--- config.mk ---
export PLATFORM = sky130hd
export DESIGN_NAME = input_quantizer_frame
export DESIGN_NICKNAME = d
export VERILOG_FILES = /design/src/rtl/quant_pkg.sv /design/src/rtl/quant_cmp3.sv /design/src/rtl/input_quantizer_frame.sv
export SDC_FILE = /design/constraint.sdc
export NUM_CORES = 1
export LEC_CHECK = 0
export CAP_MARGIN = 20
export CORE_MARGIN = 2
export CORE_UTILIZATION = 57
export CTS_BUF_LIST = sky130_fd_sc_hd__clkbuf_8
export CTS_CLUSTER_DIAMETER = 150
export DETAILED_ROUTE_END_ITERATION = 12
export GPL_ROUTABILITY_DRIVEN = 0
export HOLD_SLACK_MARGIN = 0.1
export PLACE_DENSITY = 0.78
export SLEW_MARGIN = 20
export SYNTH_ARGS = -nofsm -noshare
export SYNTH_HDL_FRONTEND = slang
export SYNTH_SLANG_ARGS = --single-unit
--- constraint.sdc ---
create_clock -name clk -period 3.9 [get_ports clk]
set_clock_uncertainty 0.05 [all_clocks]
set_input_delay 0.78 -clock clk [delete_from_list [all_inputs] [get_ports clk]]
set_output_delay 0.78 -clock clk [all_outputs]
set_load 0.005 [all_outputs]
--- src/rtl/quant_pkg.sv ---
// Shared constants, FSM state type and reset-threshold helper for the input quantizer.
package quant_pkg;

    localparam int Q_W = 2;

    typedef enum logic {
        FILL = 1'b0,
        HOLD = 1'b1
    } state_t;

    // Default thresholds split the input range into four equal bands.
    function automatic int unsigned thr_init(input int unsigned j, input int unsigned in_w);
        return (j + 1) << (in_w - 2);
    endfunction

endpackage

--- src/rtl/quant_cmp3.sv ---
// Combinational 3-threshold quantizer: counts how many thresholds the sample meets or exceeds.
module quant_cmp3
    import quant_pkg::*;
#(
    parameter int IN_W = 8
) (
    input  logic [IN_W-1:0] x,
    input  logic [IN_W-1:0] t0,
    input  logic [IN_W-1:0] t1,
    input  logic [IN_W-1:0] t2,
    output logic [Q_W-1:0]  code
);

    assign code = {1'b0, (x >= t0)} + {1'b0, (x >= t1)} + {1'b0, (x >= t2)};

endmodule

--- src/rtl/input_quantizer_frame.sv ---
// Streams raw samples in, quantizes each to a 2-bit code and emits a packed frame once complete.
module input_quantizer_frame
    import quant_pkg::*;
#(
    parameter  int NUM_FEAT = 16,
    parameter  int IN_W     = 8,
    localparam int FI_W     = $clog2(NUM_FEAT)
) (
    input  logic                    clk,
    input  logic                    rst_n,
    input  logic                    s_valid,
    output logic                    s_ready,
    input  logic [IN_W-1:0]         s_data,
    input  logic                    s_last,
    output logic                    m_valid,
    input  logic                    m_ready,
    output logic [Q_W*NUM_FEAT-1:0] m_data,
    output logic                    frame_err,
    input  logic                    cfg_we,
    input  logic [FI_W-1:0]         cfg_feat,
    input  logic [1:0]              cfg_sel,
    input  logic [IN_W-1:0]         cfg_data
);

    localparam logic [FI_W-1:0] LAST_IDX = FI_W'(NUM_FEAT - 1);

    logic [IN_W-1:0]         thr [NUM_FEAT][3];
    state_t                  state_q, state_d;
    logic [FI_W-1:0]         idx_q, idx_d;
    logic                    err_d;
    logic                    load;
    logic [Q_W-1:0]          code;
    logic [Q_W*NUM_FEAT-1:0] pack_q;
    logic                    cfg_ok;

    assign cfg_ok = cfg_we && (cfg_sel != 2'd3) && (int'(cfg_feat) < NUM_FEAT);

    // Reads here see the pre-edge threshold, so a same-edge write only affects later beats.
    always_ff @(posedge clk or negedge rst_n) begin
        if (!rst_n) begin
            for (int f = 0; f < NUM_FEAT; f++) begin
                for (int j = 0; j < 3; j++) begin
                    thr[f][j] <= IN_W'(thr_init(unsigned'(j), unsigned'(IN_W)));
                end
            end
        end else if (cfg_ok) begin
            thr[cfg_feat][cfg_sel] <= cfg_data;
        end
    end

    quant_cmp3 #(.IN_W(IN_W)) u_cmp (
        .x    (s_data),
        .t0   (thr[idx_q][0]),
        .t1   (thr[idx_q][1]),
        .t2   (thr[idx_q][2]),
        .code (code)
    );

    always_comb begin
        state_d = state_q;
        idx_d   = idx_q;
        err_d   = 1'b0;
        load    = 1'b0;
        case (state_q)
            FILL: begin
                if (s_valid) begin
                    load = 1'b1;
                    if (idx_q == LAST_IDX) begin
                        state_d = HOLD;
                        idx_d   = '0;
                        err_d   = !s_last;
                    end else if (s_last) begin
                        idx_d = '0;
                        err_d = 1'b1;
                    end else begin
                        idx_d = idx_q + 1'b1;
                    end
                end
            end
            HOLD: begin
                if (m_ready) begin
                    state_d = FILL;
                end
            end
            default: state_d = FILL;
        endcase
    end

    always_ff @(posedge clk or negedge rst_n) begin
        if (!rst_n) begin
            state_q   <= FILL;
            idx_q     <= '0;
            frame_err <= 1'b0;
            pack_q    <= '0;
        end else begin
            state_q   <= state_d;
            idx_q     <= idx_d;
            frame_err <= err_d;
            if (load) begin
                pack_q[idx_q*Q_W +: Q_W] <= code;
            end
        end
    end

    assign s_ready = (state_q == FILL);
    assign m_valid = (state_q == HOLD);
    assign m_data  = pack_q;

endmodule

Word-level counts from Yosys, hierarchy flattened. Index checks and enable logic that the tools add are counted.

Register bits: 422. Input bits: 28. Output and inout bits: 35.

Add/sub/neg operators: 4. $lt $le $gt $ge: 8. Equality and inequality tests: 2. Shift-type cells: 2. Multiplexer cells: 21. Bitwise gates (word level): 4. Reductions and logical operators: 5.

Operator list (count): bitwise mux 384 bit (1); binary-select mux 24 bit (select 4 bit) (1); demux 24 bit (select 4 bit) (1); 2-to-1 mux 24 bit (3); negator 5 -> 34 bit (1); variable shift 2 x 34 -> 32 bit (first input constant) (1); indexed part select 2 x 34 -> 32 bit (1); bitwise mux 32 bit (1); >= comparator 8 bit (3); demux 8 bit (select 2 bit) (1); >= comparator 5 bit (second input constant) (2); NOT 4 -> 5 bit (2); 2-to-1 mux 1 bit (9); 2-to-1 mux 4 bit (2); 2-to-1 mux 8 bit (1); < comparator 5 x 1 -> 1 bit (second input constant) (1); adder 4 x 1 -> 4 bit (second input constant) (1); == test 4 bit (second input constant) (1); >= comparator 3 bit (second input constant) (1); logical AND 1 bit (3); < comparator 3 x 1 -> 1 bit (second input constant) (1); NOT 2 -> 3 bit (1); adder 1 x 1 -> 2 bit (1); adder 2 x 1 -> 2 bit (1); other kinds (5) (5).

Logic depth before layout (Yosys ltp). Gate-level depths: netlist (run 1).

Word-level depth: 9. Depth in mapped cells: 15.

Modules after synthesis. A second synthesis (run 1) with hierarchy kept.

Cell total of the unflattened synthesis: 1424. Area total of the unflattened synthesis: 20078.0 sq um.

Modules (own cells, without submodules): input_quantizer_frame (instances 1, cells an instance 1350, area an instance 19472.4 sq um, sequential area each 10640.2 sq um); quant_cmp3 (instances 1, cells an instance 74, area an instance 605.6 sq um, sequential area each 0.0 sq um).

Worst setup path after synthesis (run 1). Ideal clock, no wire load.

Kind: reg2reg. Start: register idx_q[0]. End: register pack_q[16] (netlist: m_data[16]). Library setup time: 0.066 ns. Arrival time: 3.830 ns. Required time: 3.784 ns. Path slack: -0.046 ns. Cell stages (with the launch flop): 14. Cell sequence: dfrtp_1 > buf_2 > buf_6 > buf_4 > mux4_2 > a221oi_1 > ha_1 > a2111oi_0 > nor2b_1 > o21ai_0 > o211ai_1 > fa_1 > nor4_1 > mux2_2.

Word-level cells in the longest chain between the ends: 9. Elaborated cells between the ends (all ways): 13. Classes of those cells: 3 x add/sub; 3 x order compare; 2 x shift; 4 x mux; 1 x bitwise.

Ends and longest elaborated chain: from (decl) (line input_quantizer_frame.sv:29) `logic [FI_W-1:0] idx_q, idx_d;`; from (signal assigned) (line input_quantizer_frame.sv:97) `idx_q <= idx_d;`; NOT 4 -> 5 bit (implied by the code) (line input_quantizer_frame.sv:53, input_quantizer_frame.sv:54, input_quantizer_frame.sv:55); binary-select mux 24 bit (select 4 bit) (line input_quantizer_frame.sv:53, input_quantizer_frame.sv:54, input_quantizer_frame.sv:55); 2-to-1 mux 24 bit (implied by the code) (2 in series) (line input_quantizer_frame.sv:55) `.t2 (thr[idx_q][2]),`; >= comparator 8 bit (line quant_cmp3.sv:14) `assign code = {1'b0, (x >= t0)} + {1'b0, (x >= t1)} + {1'b0, (x >= t2)};`; adder 1 x 1 -> 2 bit (line quant_cmp3.sv:14); adder 2 x 1 -> 2 bit (line quant_cmp3.sv:14); indexed part select 2 x 34 -> 32 bit (line input_quantizer_frame.sv:100) `pack_q[idx_q*Q_W +: Q_W] <= code;`; bitwise mux 32 bit (*) (line input_quantizer_frame.sv:100); to (signal, indexed assignment) (line input_quantizer_frame.sv:100); to (decl) (line input_quantizer_frame.sv:33) `logic [Q_W*NUM_FEAT-1:0] pack_q;`.

Mark *: on every way between the ends. The rest lies on a longest branch, timed or not. The select of a mux whose other input is x is not followed. A chain may end at the register's enable or synchronous reset.

Final worst setup path (run 1).
Start: register idx_q[0]. End: register pack_q[28] (netlist: m_data[28]).

Same word-level chain as after synthesis.

==> qor.yml, run 1 <==
placed_design:
  dp_hpwl_mm: 30.1
  port_buffers: 62
sta:
  clock.fmax_ghz: 0.249
  period_share: 1.03
  tns_ns: -1.14
  rsz0062_at_grt: "true"
  fin_ws_ns: -0.119
  period_minus_slack_ns: 4.02
  slew_viol_final: 0
  max_slew_margin: 0.295
  finalHoldViolations: 0
  setup_viol: 15
  tightest_slew_ns: 1.06
power:
  leakagePower_nw: 10.5
  combPwrFrac: 0.194
  ir_drop_mv: 0.363
  clockPowerShare: 0.341
  p_switching_w: 0.00304
  p_int_w: 0.00839
  power_w: 0.0114
  seqPwrFrac: 0.465
  swShare: 0.266
  power_density_nw_per_um2: 495
critical_path:
  end_kind: "register"
  path_max_fanout: 7
  worst-path-buf-inv: 3
  worstSetupPathType: "reg2reg"
  crit_path_start_kind: "register"
  worstPathArrival_ns: 4.43
  cpMaxStageDelayCell: "fa_2"
  worstPathCellList: "buf_8 > buf_12 > mux4_2 > a22o_4 > a221oi_2 > ha_2 > a2111oi_4 > nor2b_1 > o21ai_1 > o211ai_1 > fa_2 > buf_4 > nor3_4 > mux2_2"
  slowest_delay_ns: 0.72
  worstPathRequired_ns: 4.31
  cp_top_family: "adder cells"
grt:
  antenna_found_initial: 1
  grt_usage: 0.271
  grt_max_degree: 115
  grt_pass1_vias: 12700
  overflow: 0
  grt_pass1_wl_mm: 74.1
clock_network:
  cts-root-buf: "clkbuf_8"
  cts_buffers: 72
  hold_buffers: 0
  cts_tree: "yes"
  clk_transition_reported_paths_ns: 0.06
  cts.sinks: 422
  insertion_delay_ns: 0.62
  cts_max_level: 3
  clockBufferDepth: 3
synth:
  syn-num-nets: 1342
  avgSynthCellArea_um2: 15.4
  synth_cell_type_count: 51
  yosysMostFrequentCell: "mux2_2"
  async_reset_ff_frac: 1.00
  yosys-top-cells-count: "mux2_2 (410), dfrtp_1 (358), mux4_2 (96)"
  netlist_area_um2: 19700
  yosys.area.top_type_share: 0.454
  syn_inst: 1284
  synth_flop_cell: "dfrtp_1"
  synth_largest_area_cell: "dfrtp_1"
  ys_seq_area_frac: 0.540
  synth_area_leaders: "dfrtp_1 (45%), mux2_2 (23%), mux4_2 (11%), dfstp_2 (8.5%), ha_1 (1.8%)"
  synth.ff_latch_count: 422
  ys.warnings.count: 0
  synth_enable_flop_cells: 0
routing:
  drc: 0
  routed_via_density: 6.27
  drt_wl_total_mm: 47.3
  drtIter0Drc: 682
  ant_nets: 0
  drtPass1Iterations: 5
  vias: 12000
  routedWlPerCell_um: 24.7
run:
  drv_cap: 0
finish:
  drive_gt1_frac: 0.560
  diodes: 0
  area_growth_pct: 16.9
  utilization: 0.672
  multi_input_area_um2: 8960
  regArea_um2: 10600
  nFillCells: 2297
  nets: 1467
floorplanning:
  fp-row-count: 68
  fp.dieH_um: 190
  start_util: 0.575
  die-width_um: 190
  io_pins: 63
  core_um2: 34300
  fp.dieArea_um2: 36100
min_path:
  hp-class: "in2async"
status:
  violations: "setup timing"
  status: "finished with violations"
[flip-flops by register name (all words and copies together), names as in the netlist]
register	cells
m_data	32
idx_q	4
thr	384
m_valid	1
frame_err	1
[stage by stage]
stage	instances	setup WS, ns	hold WS [ns]	cell area, um2
after floorplan	1284	0.0106	0.403	19700
after CTS	1904	-0.00103	0.222	22700
after global routing	1917	-0.241	0.271	23100
after detailed placement	1772	-0.497	0.425	21100
after global placement	1772	-0.231	0.414	21100
final	1917	-0.119	0.167	23100
[routing by layer]
metal / vias to the layer above / share of wire / track usage
met5: - / 0.00034 / 0
met4: 2 / 0.026 / 0.0936
li1: 5094 / - / -
met3: 100 / 0.064 / 0.0504
met1: 6408 / 0.43 / 0.379
met2: 418 / 0.48 / 0.430
[placed cells by master, fill, tap and decap left out, drive strengths merged, types with 20 or more instances in the layout]
master and n:
mux2 414, dfrtp 358, mux4 96, clkbuf 90, buf 82, dfstp 64
nand2 62, clkdlybuf4s50 53, inv 44, nor2 33, ha 29, a22o 20
a221oi 20
[what timing repair did]
action | CTS | global route
pin swaps | 7 | 13
setup buffers | 5 | 11
resized for setup | 30 | 44
endpoints found under the setup margin | 32 | 26
cloned | 0 | 2
[cell type report]
cell class / count / area share
clock buffer: 88 / 0.0525
clock inverter: 39 / 0.00895
inverter: 9 / 0.00147
multi-input combinational: 767 / 0.389
sequential: 422 / 0.462
tap: 455 / 0.0247
timing repair buffer: 137 / 0.0618
[path summary, 6_finish.rpt]
| check | start | end | slack, ns | depth (start not counted) |
|---|---|---|---|---|
| max in group asynchronous | rst_n | thr[294] | 2.56 | 2 |
| hold / removal | rst_n | thr[332] | 0.17 | 1 |
| setup / recovery | idx_q[0] | m_data[28] | -0.12 | 14 |
| hold reg to reg | thr[67] | thr[67] | 0.44 | 1 |
| min in group clk | thr[67] | thr[67] | 0.44 | 1 |
| setup reg to reg | idx_q[0] | m_data[28] | -0.12 | 14 |
[power by group through the flow]
stage               combinational, W  sequential [W]  clock [W]
detailed placement           0.00193         0.00538          0
floorplan                    0.00132         0.00525          0
CTS                          0.00203         0.00530    0.00397
finish                       0.00221         0.00531    0.00390
global route                 0.00237         0.00537    0.00419
global placement             0.00186         0.00534          0
[cells by family (layout without fill, tap and decap cells)]
kind of cell	after synthesis	in the layout	synth area share
AO/OA/AOI/OAI	77	77	0.0314
adder cells (fa/ha/maj)	30	30	0.0194
AND/OR/NAND/NOR	145	145	0.0398
buffers and inverters	95	273	0.0213
XOR/XNOR	2	2	0.000888
multiplexers	513	513	0.348
flip-flops	422	422	0.540
Power figures use the tool's default switching activity.
==> inputs of run 2 (changes only) <==
--- a/config.mk
+++ b/config.mk
@@ -6,6 +6,7 @@
 export NUM_CORES = 1
 export LEC_CHECK = 0
 export CAP_MARGIN = 20
+export CORE_ASPECT_RATIO = 1.75
 export CORE_MARGIN = 2
 export CORE_UTILIZATION = 57
 export CTS_BUF_LIST = sky130_fd_sc_hd__clkbuf_8
==> run 2 against run 1 <==
Effect of this change: the run still ends with setup timing left; sequential cell count did not move; first-iteration DRC count fell by 14%; core utilization fell by 0.22 points; critical path type unchanged; highest routed layer is now met4.
==> qor.yml, run 2 (synthesis gave the netlist of run 1 again) <==
routing:
  drtIter0Drc: 585  # -14%
  ant_nets: 0  # unchanged
  routedWlPerCell_um: 24.0  # -2.7%
  drt_wl_total_mm: 46.1  # -2.6%
  drtPass1Iterations: 7  # +2
  drc: 0  # unchanged
  routed_via_density: 6.11  # -2.5%
  vias: 11700  # -2.4%
sta:
  max_slew_margin: 0.328  # +0.0323
  fin_ws_ns: -0.0174  # +0.102 ns
  rsz0062_at_grt: "true"
  tightest_slew_ns: 1.01  # -0.0484 ns
  hold_slack_ns: 0.450  # +0.282 ns
  period_share: 1.00  # -0.0262
  finalHoldViolations: 0  # unchanged
  clock.fmax_ghz: 0.255  # +2.6%
  slew_viol_final: 0  # unchanged
  setup_viol: 4  # -11
  period_minus_slack_ns: 3.92  # -0.102 ns
finish:
  top_register: "thr"
  largest_reg_flops: 384  # unchanged
  final_cells: 1919  # +0.10%
  postLayoutCellArea_um2: 23000  # -0.16%
  area_growth_pct: 16.7
  drive_gt1_frac: 0.558  # -0.00189
  final_common_cell: "mux2_2"
  utilization: 0.670  # -0.00222
  nFillCells: 2374  # +3.4%
  nets: 1466  # -0.068%
  final_cell_mix: "mux2_2 (406), dfrtp_1 (356), mux4_2 (96)"
floorplanning:
  fp-row-count: 90  # +32%
  fp.dieArea_um2: 36200  # +0.16%
  io_pins: 63  # unchanged
  die-width_um: 145  # -24%
  start_util: 0.574  # -0.000964
  core_um2: 34300  # +0.17%
  fp.dieH_um: 250  # +32%
min_path:
  min_to: "thr[86]"
  min_delay_path_depth: 1
  hp-class: "reg2reg"
  hp-start: "thr[86]"
run:
  drv_cap: 0  # unchanged
placed_design:
  port_buffers: 62  # unchanged
  post-place-ws_ns: -0.302  # +0.195 ns
  dpl-instance-area_um2: 21200  # +0.69%
  dp_hpwl_mm: 31.9  # +5.8%
  placed_cells: 1792  # +1.1%
status:
  violations: "setup timing"
  status: "finished with violations"
critical_path:
  r2r_cells: 14  # unchanged
  worstPathRequired_ns: 4.36  # +0.05 ns
  reg2reg_slack_ns: -0.02  # +0.10 ns
  timing.rr.start: "idx_q[0]"
  end_kind: "register"
  worstPathArrival_ns: 4.37  # -0.06 ns
  reg2reg_to: "m_data[28]"
  crit_path_start_kind: "register"
  worstSetupPathType: "reg2reg"
  path_max_fanout: 7  # unchanged
clock_network:
  cts_tree: "yes"
  cts-root-buf: "clkbuf_8"
  clk_transition_reported_paths_ns: 0.07  # about the same
  cts_max_level: 2  # -1
  cts_buffers: 58  # -19%
  cts.sinks: 422  # unchanged
  clockBufferDepth: 3  # unchanged
  insertion_delay_ns: 0.64  # +0.02 ns
power:
  power_density_nw_per_um2: 481  # -2.8%
  ir_drop_mv: 0.280  # -23%
  leakagePower_nw: 10.4  # -0.75%
grt:
  grt_pass1_wl_mm: 71.5  # -3.4%
  overflow: 0  # unchanged
  grt_pass1_vias: 12800  # +0.79%
  antenna_found_initial: 1  # unchanged
  grt_usage: 0.261  # -0.00918
  grt_max_degree: 109  # -5.2%
-- run 2: changes by cell type in the layout (fill, tap and decap cells not counted), moves of 4 or more --
cell / change
a221oi_1: +4
a221oi_2: -6
buf_12: -4
buf_4: +14
clkbuf_8: -9
inv_1: -12
-- run 2: worst max path at each step --
stage                         from         end  slack [ns]  depth (start not counted)
after floorplan           idx_q[0]  m_data[12]        0.01                         13
after global placement    idx_q[0]   m_data[2]       -0.24                         14
after detailed placement  idx_q[0]   m_data[2]       -0.30                         14
after CTS                 idx_q[0]   m_data[8]       -0.01                         12
after global routing      idx_q[0]  m_data[20]       -0.16                         12
final                     idx_q[0]  m_data[28]       -0.02                         14
-- run 2: area by class of cell --
cell class / count / area (um2) / area share
clock buffer: 79 / 1090 / 0.0472
antenna: 1 / 2.50 / 0.000109
clock inverter: 31 / 186 / 0.00810
multi-input combinational: 767 / 8960 / 0.389
inverter: 9 / 33.8 / 0.00147
sequential: 422 / 10600 / 0.463
tap: 460 / 576 / 0.0250
timing repair buffer: 150 / 1530 / 0.0664
-- run 2: routing by layer --
| metal | routed length [um] | track usage | vias up |
|---|---|---|---|
| li1 | - | - | 5083 |
| met1 | 16900 | 0.300 | 6234 |
| met2 | 25300 | 0.469 | 284 |
| met3 | 1510 | 0.0340 | 127 |
| met4 | 2390 | 0.137 | 0 |
| met5 | 0 | 0 | - |
-- run 2: per-stage QoR --
| step | setup TNS, ns | total power [W] |
|---|---|---|
| after floorplan | 0 | 0.00657 |
| after global placement | -4.21 | 0.00725 |
| after detailed placement | -5.74 | 0.00736 |
| after CTS | -0.0303 | 0.0110 |
| after global routing | -2.10 | 0.0116 |
| final | -0.0507 | 0.0111 |
-- run 2: power by group --
part | leakage (nW) | internal (W) | switching (W)
clock | 0.734 | 0.00194 | 0.00165
sequential | 5.44 | 0.00501 | 0.000292
combinational | 4.20 | 0.00121 | 0.000980
-- run 2: timing repair --
action,CTS,global route
gates cloned,0,3
gates resized for setup,26,40
setup buffers,4,8
hold buffers,1,0
endpoints found under the setup margin,31,22
pin swaps,4,14
hold endpoints to repair,16,0
-- run 2: critical path, cell delays in order (launching register included) --
cell and delay, ns:
dfrtp_4 0.50, buf_12 0.17, buf_16 0.14, mux4_2 0.51, a22o_1 0.30, a221oi_4 0.26
buf_4 0.17, ha_1 0.14, a211oi_2 0.05, o21ai_1 0.13, o211ai_1 0.17, fa_2 0.70
nor3_2 0.07, buf_4 0.17, mux2_2 0.26
